===== config.mk =====
export PLATFORM = sky130hd
export DESIGN_NAME = key_event_decoder
export DESIGN_NICKNAME = d
export VERILOG_FILES = /design/src/rtl/key_event_decoder.sv
export SDC_FILE = /design/constraint.sdc
export NUM_CORES = 1
export LEC_CHECK = 0
export CORE_MARGIN = 5
export CORE_UTILIZATION = 60
export CTS_CLUSTER_DIAMETER = 150
export CTS_CLUSTER_SIZE = 20
export DETAILED_ROUTE_END_ITERATION = 10
export PLACE_DENSITY = 0.8
export SLEW_MARGIN = 25
export SYNTH_ARGS = -nofsm -noshare
export SYNTH_HDL_FRONTEND = slang
export SYNTH_SLANG_ARGS = --single-unit

===== constraint.sdc =====
create_clock -name Clk -period 3.5 [get_ports Clk]
set_clock_uncertainty 0.1 [all_clocks]
set_input_delay 0.7 -clock Clk [delete_from_list [all_inputs] [get_ports Clk]]
set_output_delay 0.7 -clock Clk [all_outputs]
set_load 0.01 [all_outputs]

===== src/rtl/key_event_decoder.sv =====
// key_event_decoder: filters the two raw HID keycode bytes and turns them
// into held / press / release / auto-repeat signals for eight game keys.
module key_event_decoder #(
    parameter int unsigned STABLE_CYCLES = 4,
    parameter int unsigned REPEAT_DELAY  = 30,
    parameter int unsigned REPEAT_RATE   = 6
) (
    input  logic       Clk,
    input  logic       Reset,
    input  logic [7:0] keycode0,
    input  logic [7:0] keycode1,
    input  logic       frame_tick,
    output logic [7:0] held,
    output logic [7:0] press_pulse,
    output logic [7:0] release_pulse,
    output logic [7:0] repeat_pulse,
    output logic       rollover
);

    // Usage codes of the tracked keys, bit i of the outputs <-> byte i here.
    localparam logic [63:0] CODES = {8'h51, 8'h52, 8'h28, 8'h2C,
                                     8'h07, 8'h16, 8'h04, 8'h1A};
    localparam logic [7:0] ERR_ROLL = 8'h01;
    localparam logic [7:0] STB      = 8'(STABLE_CYCLES);
    localparam logic [7:0] STB_M1   = 8'(STABLE_CYCLES - 1);
    localparam logic [8:0] DLY      = 9'(REPEAT_DELAY);
    localparam logic [7:0] RELOAD   = 8'(REPEAT_DELAY - REPEAT_RATE);

    logic [15:0] raw;
    logic [15:0] last_raw_q, last_raw_d;
    logic [7:0]  cnt_q, cnt_d;
    logic [7:0]  acc0_q, acc0_d;
    logic [7:0]  acc1_q, acc1_d;
    logic [7:0]  cur;
    logic [7:0]  held_q, held_d;
    logic [7:0]  press_q, press_d;
    logic [7:0]  rel_q, rel_d;
    logic [7:0]  rep_q, rep_d;
    logic [7:0]  rc_q [8];
    logic [7:0]  rc_d [8];
    logic        raw_roll;

    assign raw      = {keycode1, keycode0};
    assign raw_roll = (keycode0 == ERR_ROLL) || (keycode1 == ERR_ROLL);

    // Stability window: accept a pair only after it sat unchanged long enough.
    always_comb begin
        last_raw_d = raw;
        cnt_d      = cnt_q;
        acc0_d     = acc0_q;
        acc1_d     = acc1_q;
        if (raw != last_raw_q) begin
            cnt_d = '0;
        end else begin
            if (cnt_q < STB) begin
                cnt_d = cnt_q + 8'd1;
            end
            if (cnt_q == STB_M1 && !raw_roll) begin
                acc0_d = keycode0;
                acc1_d = keycode1;
            end
        end
    end

    // Decode accepted pair into key bitmap and derive edge pulses.
    always_comb begin
        cur = '0;
        for (int i = 0; i < 8; i++) begin
            cur[i] = (acc0_q == CODES[8*i +: 8]) ||
                     (acc1_q == CODES[8*i +: 8]);
        end
        held_d  = cur;
        press_d = cur & ~held_q;
        rel_d   = ~cur & held_q;
    end

    // Per-key auto-repeat counters paced by frame ticks.
    always_comb begin
        rep_d = '0;
        for (int i = 0; i < 8; i++) begin
            rc_d[i] = rc_q[i];
            if (!held_q[i] || press_q[i]) begin
                rc_d[i] = '0;
            end else if (frame_tick) begin
                if ({1'b0, rc_q[i]} + 9'd1 == DLY) begin
                    rep_d[i] = 1'b1;
                    rc_d[i]  = RELOAD;
                end else begin
                    rc_d[i] = rc_q[i] + 8'd1;
                end
            end
        end
    end

    // State registers with synchronous reset.
    always_ff @(posedge Clk) begin
        if (Reset) begin
            last_raw_q <= '0;
            cnt_q      <= '0;
            acc0_q     <= '0;
            acc1_q     <= '0;
            held_q     <= '0;
            press_q    <= '0;
            rel_q      <= '0;
            rep_q      <= '0;
            for (int i = 0; i < 8; i++) begin
                rc_q[i] <= '0;
            end
        end else begin
            last_raw_q <= last_raw_d;
            cnt_q      <= cnt_d;
            acc0_q     <= acc0_d;
            acc1_q     <= acc1_d;
            held_q     <= held_d;
            press_q    <= press_d;
            rel_q      <= rel_d;
            rep_q      <= rep_d;
            for (int i = 0; i < 8; i++) begin
                rc_q[i] <= rc_d[i];
            end
        end
    end

    assign held          = held_q;
    assign press_pulse   = press_q;
    assign release_pulse = rel_q;
    assign repeat_pulse  = rep_q;
    assign rollover      = (last_raw_q[7:0] == ERR_ROLL) ||
                           (last_raw_q[15:8] == ERR_ROLL);

endmodule


* Yosys cells after proc, flatten, opt, wreduce, memory -nomap -nowiden *
Memory sizes are Yosys's and may differ from the RTL's.
Cells that the tools add are included.

storage, ports and cells
  flip-flop bits (word level) = 72
  bits in writable memories = 64
  input bits = 19
  output and inout bits = 33
  logic and storage cells = 159
  memories kept = 1

memory list
  name  depth  bits a word  rd ports  clocked after Yosys merged registers in  write ports  RTL line  source
  rc_q  8      8            8         0                                        8            39        logic [7:0] rc_q [8];

operators by class
  $add $sub $neg = 17
  order comparisons = 1
  equality and inequality tests = 30
  multiplexer cells = 43
  bitwise operators = 14
  reductions and logical operators = 38

operators by type and width
  operator               number
  $mux W8                32
  $add A8 B1 Y8 const B  9
  $add A8 B1 Y9 const B  8
  $eq A9 B5 Y1 const B   8
  $eq A8 B1 Y1 const B   4
  $eq A8 B3 Y1 const B   4
  $eq A8 B5 Y1 const B   4
  $eq A8 B6 Y1 const B   4
  $eq A8 B7 Y1 const B   4
  $reduce_or A3 Y1       8
  $logic_or A1 B1 Y1     18
  $and A8 B8 Y8          2
  $ne A16 B16 Y1         1
  $not A8 Y8             2
  $mux W1                11
  $logic_not A1 Y1       9
  $eq A8 B2 Y1 const B   1
  $lt A8 B3 Y1 const B   1
  $or A1 B1 Y1           8
  $not A1 Y1             2
  $reduce_and A2 Y1      1
  $reduce_or A2 Y1       1
  $logic_and A1 B1 Y1    1

* Depth between registers and ports, before layout *
Gate-level depths: netlist (run 1).

  depth after elaboration = 6
  mapped depth = 7
  gate-level depth less buffers = 7

* Least setup slack after synthesis (run 1) *
OpenSTA, ideal clock, no wires.

  kind = input to register
  from = in keycode0[7]
  to = reg acc0_q[0]
  library setup time = 121 ps
  data arrival time = 1984 ps
  required time = 3279 ps
  path slack = 1294 ps
  cell stages on the path = 6
  buffers on the path = 1
  path through = xnor2_1 nand4_1 nor4_4 nand4_4 buf_6 mux2_4

on the way
  longest elaborated chain between the ends = 5

ends and longest elaborated chain
  what                             RTL line  source
  start, declared                  10        input logic [7:0] keycode0,
  $eq A8 B1 Y1                     44        assign raw_roll = (keycode0 == ERR_ROLL) || (keycode1 == ERR_ROLL);
  $logic_or A1 B1 Y1               44
  $logic_not A1 Y1                 58        if (cnt_q == STB_M1 && !raw_roll) begin
  $logic_and A1 B1 Y1              58
  $reduce_and A2 Y1 (no line) (*)  -
  end signal, assigned             100       acc0_q <= '0;
  end signal, assigned             112       acc0_q <= acc0_d;
  end, declared                    32        logic [7:0] acc0_q, acc0_d;

Mark *: on every way between the ends. The rest lies on a longest branch, timed or not.
A chain may end at the register's enable or synchronous reset.

* Worst setup path in the final report (run 1) *
  from = reg last_raw_q[9]
  to = out rollover

on the way
  longest elaborated chain between the ends = 2

ends and longest elaborated chain
  what                    RTL line  source
  start, declared         30        logic [15:0] last_raw_q, last_raw_d;
  start signal, assigned  110       last_raw_q <= last_raw_d;
  $eq A8 B1 Y1            129       (last_raw_q[15:8] == ERR_ROLL);
  $logic_or A1 B1 Y1      128       assign rollover = (last_raw_q[7:0] == ERR_ROLL) ||
  end, declared           17        output logic rollover

Every way passes these cells.

==> results of run 1 <==
flip-flops by register name, summed over array words and instances (netlist names):
| register | cells |
|---|---|
| acc1_q | 8 |
| press_pulse | 8 |
| last_raw_q | 16 |
| cnt_q | 8 |
| held | 8 |
| acc0_q | 8 |
| repeat_pulse | 8 |
| release_pulse | 8 |
| rc_q | 64 |
worst max path at each step:
stage                  startpoint   endpoint  slack, ns  cells after the start
finish              last_raw_q[9]   rollover       0.79                      4
global route        last_raw_q[9]   rollover       0.70                      4
CTS                 last_raw_q[9]   rollover       0.78                      4
detailed placement    keycode0[7]  acc1_q[4]       0.60                      6
global placement      keycode0[7]  acc1_q[6]       0.65                      6
floorplan             keycode0[7]  acc0_q[0]       1.29                      6
where the power goes:
| group | internal (mW) | switching [mW] | leakage (nW) | total [mW] |
|---|---|---|---|---|
| clock network | 1.29 | 0.651 | 0.316 | 1.94 |
| logic | 0.0439 | 0.0572 | 1.17 | 0.101 |
| registers | 1.56 | 0.00764 | 1.10 | 1.57 |
| total | 2.89 | 0.716 | 2.58 | 3.61 |
per-layer routing:
| metal | GRT usage, % | vias to the layer above |
|---|---|---|
| li1 | - | 2493 |
| met1 | 25.1 | 2430 |
| met2 | 39.6 | 135 |
| met3 | 6.47 | 26 |
| met4 | 7.53 | 0 |
| met5 | 0 | - |
worst max-delay path, stage by stage (launching register included):
cell             delay, ns
dfxtp_1               0.33
nor4b_1               0.31
nand2_1               0.13
nand2_1               0.07
clkdlybuf4s50_1       0.54
synth_stat cells (all sizes together) (19+ instances only):
| master | instances |
|---|---|
| xnor2 | 23 |
| nand2 | 51 |
| dfxtp | 136 |
| nor2 | 58 |
| nand4 | 28 |
| nor3 | 19 |
| nand3b | 19 |
| clkbuf | 21 |
| or3 | 20 |
| xor2 | 30 |
| a21oi | 30 |
| nor2b | 34 |
final cells by class:
class                           count  area, µm²
Clock buffer                       22        463
Fill cell                         744       2750
Tap cell                          136        170
Multi-Input combinational cell    496       3340
Clock inverter                     10        189
Inverter                           18       67.6
Sequential cell                   136       2720
Timing Repair Buffer               55        531
cell families after synthesis:
| kind of cell | count (synthesis) | synth area share (%) |
|---|---|---|
| buffers and inverters | 45 | 2.85 |
| DFF | 136 | 43.6 |
| muxes | 17 | 3.65 |
| and+or+nand+nor | 321 | 29.8 |
| xor gates and xnor gates | 53 | 7.44 |
| adders and majority gates | 17 | 3.41 |
| AOI/OAI and AO/OA | 88 | 9.18 |
==> flow_summary.yaml, run 1 <==
place:
  dpl.cell_count: 841
  placed_area_um2: 6830
  io_buffers: 51
  routabilityCongestion: 0.923
  dp_hpwl_um: 9380
  place_ws_ns: 0.602
clocking:
  clkTransAtPathRegs_ns: 0.06
  h-tree-depth: 4
  post_cts_buffers: 0
  numCtsBuffers: 17
  clockRootBuffer: "clkbuf_8"
  cts_resized: 0
  hold_buffers: 0
  clock_tree.buffer_depth: 2
  clk_latency_ns: 0.52
  cts.sinks: 136
  cts_tree: "built"
global_route:
  grt_overflow: 0
  grt_pass1_wl_um: 22800
  grt_pass1_vias: 4992
  grtUsageTotal_pct: 22.1
  grt_max_degree: 51
  antenna_found_initial: 0
logic_synthesis:
  ys_top_cells_by_area: "dfxtp_1, xor2_1, nor2_1"
  seq_area_frac_synth_pct: 43.6
  ys_ff_latch: 136
  synth.largest_area_cell: "dfxtp_1"
  yosysWarnings: 0
  synth_async_sr_flop_share_pct: 0
  synth_ff_type: "dfxtp_1"
  synth-edff-count: 0
  syn_area_um2: 6240
  synth_cell_types: 54
  syn_area_per_cell_um2: 9.22
  syn_nets: 713
  synth_top_area_share_pct: 43.6
  netlist_instances: 677
timing:
  relSlewSlack_pct: 45.1
  tightest_slew_ns: 0.823
  rsz0062_at_grt: "false"
  slew_violations: 0
  finalCritPeriodShare_pct: 77.4
  fin_tns_setup_ns: 0
  setup_slack_ns: 0.791
  timing.fmax_mhz: 369
  finalHoldViolations: 0
  setup_viol: 0
  fin_crit_ns: 2.71
  finalHoldWorstSlack_ns: 0.338
drt:
  vias: 5084
  ant_nets: 0
  wl_met2_um: 6900
  drtIter0Drc: 336
  met1_length_um: 5720
  wl_um: 13500
  drt-vias-per-instance: 5.82
  firstDrtPassIters: 5
  dr_wl_met3_um: 632
  wl_per_cell_um: 15.4
  drcViolationCount: 0
  topRoutingLayerUsed: "met4"
final_layout:
  layout_commonest_cell: "dfxtp_1"
  stdcell_area_um2: 7480
  antenna_cells: 0
  syn_to_final_growth_pct: 19.9
  stdcell_count: 873
  layout_common_cells: "dfxtp_1, nor2_1, nand2_1"
  drive_gt1_share_pct: 9.63
  nets: 760
  utilization_pct: 73.1
floorplan:
  die-height_um: 112
  die_x_um: 112
  die-area_um2: 12500
  std_cell_rows: 37
  start_util_pct: 61.0
  ioPinCount: 52
  core_area_um2: 10200
power:
  total_power_mw: 3.61
  leakagePower_nw: 2.58
  power.density_nw_per_um2: 482
  ir_drop_v: 0.000437
hold_path:
  hold_end: "repeat_pulse[0]"
  hold_depth: 1
  hold_class: "reg -> reg"
  hold_path.startpoint: "press_pulse[0]"
critical_path:
  timing.rr.start: "rc_q[0][24]"
  ff2ff_setup_slack_ns: 1.29
  critPathLaunchType: "flop"
  arrival_ns: 1.91
  critPathCaptureType: "output pin"
  critical_path_class: "reg -> out"
  crit_required_ns: 2.70
  crit_path_max_fanout: 2
  rr_endpoint: "repeat_pulse[3]"
  rr_worst_depth: 6
status:
  outcome: "finished clean"
run:
  cap_violations: 0
Note: power is estimated with default switching activity, not from simulation.
==> run 2: changes to the inputs <==
Settings changed: CORE_UTILIZATION 60 to 58, PLACE_DENSITY 0.8 to 0.78.
Clock period 3.5 ns to 2.6 ns, I/O delays scaled along.
==> run 2 against run 1 <==
  * Clock-buffer cell count down 4
  * Die area is 3.1% higher
  * Combinational power up 35%
  * Total power increased by 28%
  * Clock power rose by 23%
  * Sequential share of layout area hardly changed
  * Critical path depth rose by 2
  * Worst hold slack worse by 0.044 ns
==> flow_summary.yaml, run 2 (synthesis gave the netlist of run 1 again) <==
status:
  outcome: "finished clean"
global_route:
  grt_max_degree: 56
  grt_overflow: 0
  grt_pass1_vias: 4752
  grtUsageTotal_pct: 21.5
  antenna_found_initial: 0
  grt_pass1_wl_um: 22500
drt:
  drtIter0Drc: 304
  wl_per_cell_um: 15.3
  drt-vias-per-instance: 5.68
  ant_nets: 0
  wl_um: 13400
  firstDrtPassIters: 4
  vias: 4971
  drcViolationCount: 0
clocking:
  post_cts_buffers: 0
  cts.sinks: 136
  cts_tree: "built"
  clockRootBuffer: "clkbuf_8"
  clock_tree.buffer_depth: 2
  hold_buffers: 0
  h-tree-depth: 4
  cts_resized: 0
  clkTransAtPathRegs_ns: 0.06
  numCtsBuffers: 17
  clk_latency_ns: 0.53
floorplan:
  start_util_pct: 59.9
  std_cell_rows: 37
  die_x_um: 114
  die-area_um2: 12900
  core_area_um2: 10400
  die-height_um: 114
  ioPinCount: 52
critical_path:
  critical_path_class: "reg -> reg"
  crit_path_max_fanout: 7
  rr_endpoint: "rc_q[1][26]"
  rr_worst_depth: 6
  path_delay_family: "compound AO/OA/AOI/OAI gates"
  critPathLaunchType: "flop"
  critPathBufInv: 0
  timing.rr.start: "rc_q[1][24]"
  crit_path_top_delay_cell: "dfxtp_1"
  ff2ff_setup_slack_ns: 0.45
  crit_chain: "ha_1 -> or3_1 -> a2111oi_2 -> o221ai_1 -> nand4b_1 -> a31oi_1"
  arrival_ns: 2.46
  critPathCaptureType: "flop"
  crit_required_ns: 2.91
  crit_path_max_incr_delay_ns: 0.36
final_layout:
  layout_commonest_cell: "dfxtp_1"
  largest_reg_flops: 64
  stdcell_area_um2: 7490
  regMostFlops: "rc_q"
  syn_to_final_growth_pct: 20.0
  drive_gt1_share_pct: 10.4
  largest_registers: "rc_q x64, last_raw_q x16"
  antenna_cells: 0
  nets: 762
  layout_common_cells: "dfxtp_1, nor2_1, nand2_1"
  utilization_pct: 71.9
  stdcell_count: 875
timing:
  relSlewSlack_pct: 62.2
  finalCritPeriodShare_pct: 82.7
  rsz0062_at_grt: "false"
  setup_viol: 0
  finalHoldViolations: 0
  tightest_slew_ns: 0.564
  timing.fmax_mhz: 465
  finalHoldWorstSlack_ns: 0.294
  setup_slack_ns: 0.451
  fin_crit_ns: 2.15
  fin_tns_setup_ns: 0
  slew_violations: 0
place:
  io_buffers: 51
  routabilityCongestion: 0.910
  dp_hpwl_um: 9410
  dpl.cell_count: 843
  placed_area_um2: 6870
  place_ws_ns: 0.00119
power:
  total_power_mw: 4.62
  leakagePower_nw: 2.58
  power.density_nw_per_um2: 617
  ir_drop_v: 0.000824
hold_path:
  hold_path.startpoint: "Reset"
  hold_end: "held[2]"
  hold_class: "in -> reg"
  hold_depth: 2
run:
  cap_violations: 0
run 2: cell types whose count changed in the layout (fill, tap and decap cells not counted):
cell and delta:
clkbuf_8 -3, clkbuf_1 -1, nor4b_1 -2, buf_12 +2, clkdlybuf4s50_1 -1, nor4_1 -1
dlymetal6s2s_1 +1, nor4_2 +1, clkinvlp_4 +4, nor4b_2 +2, bufinv_16 -2, clkinv_4 +2
run 2: area by class of cell:
type	count	area, µm²
timing repair buffer	57	573
sequential	136	2720
multi-input combinational	496	3360
fill	780	2930
inverter	18	67.6
clock inverter	14	176
tap	136	170
clock buffer	18	418
run 2: worst max path at each step:
stage / startpoint / end / slack, ns / depth (start not counted)
after floorplan: keycode0[7] / acc0_q[0] / 0.57 / 6
after global placement: keycode0[4] / acc1_q[5] / 0.07 / 7
after detailed placement: keycode0[7] / acc0_q[0] / 0.001 / 7
after CTS: last_raw_q[1] / rollover / 0.06 / 4
after global routing: rc_q[0][24] / repeat_pulse[3] / 0.32 / 6
final: rc_q[1][24] / rc_q[1][26] / 0.45 / 6
run 2: where the power goes:
part | leakage (nW) | internal (mW) | switching, mW
clock network | 0.274 | 1.46 | 0.912
logic | 1.21 | 0.0630 | 0.0735
registers | 1.10 | 2.10 | 0.0111
total | 2.58 | 3.63 | 0.996
run 2: per-layer routing:
layer | wire length (µm) | track usage [%] | part of all wire, %
met5 | 0 | 0 | 0
met3 | 492 | 6.68 | 3.7
met1 | 5900 | 26.4 | 44
met2 | 6780 | 36.4 | 51
met4 | 179 | 6.25 | 1.3
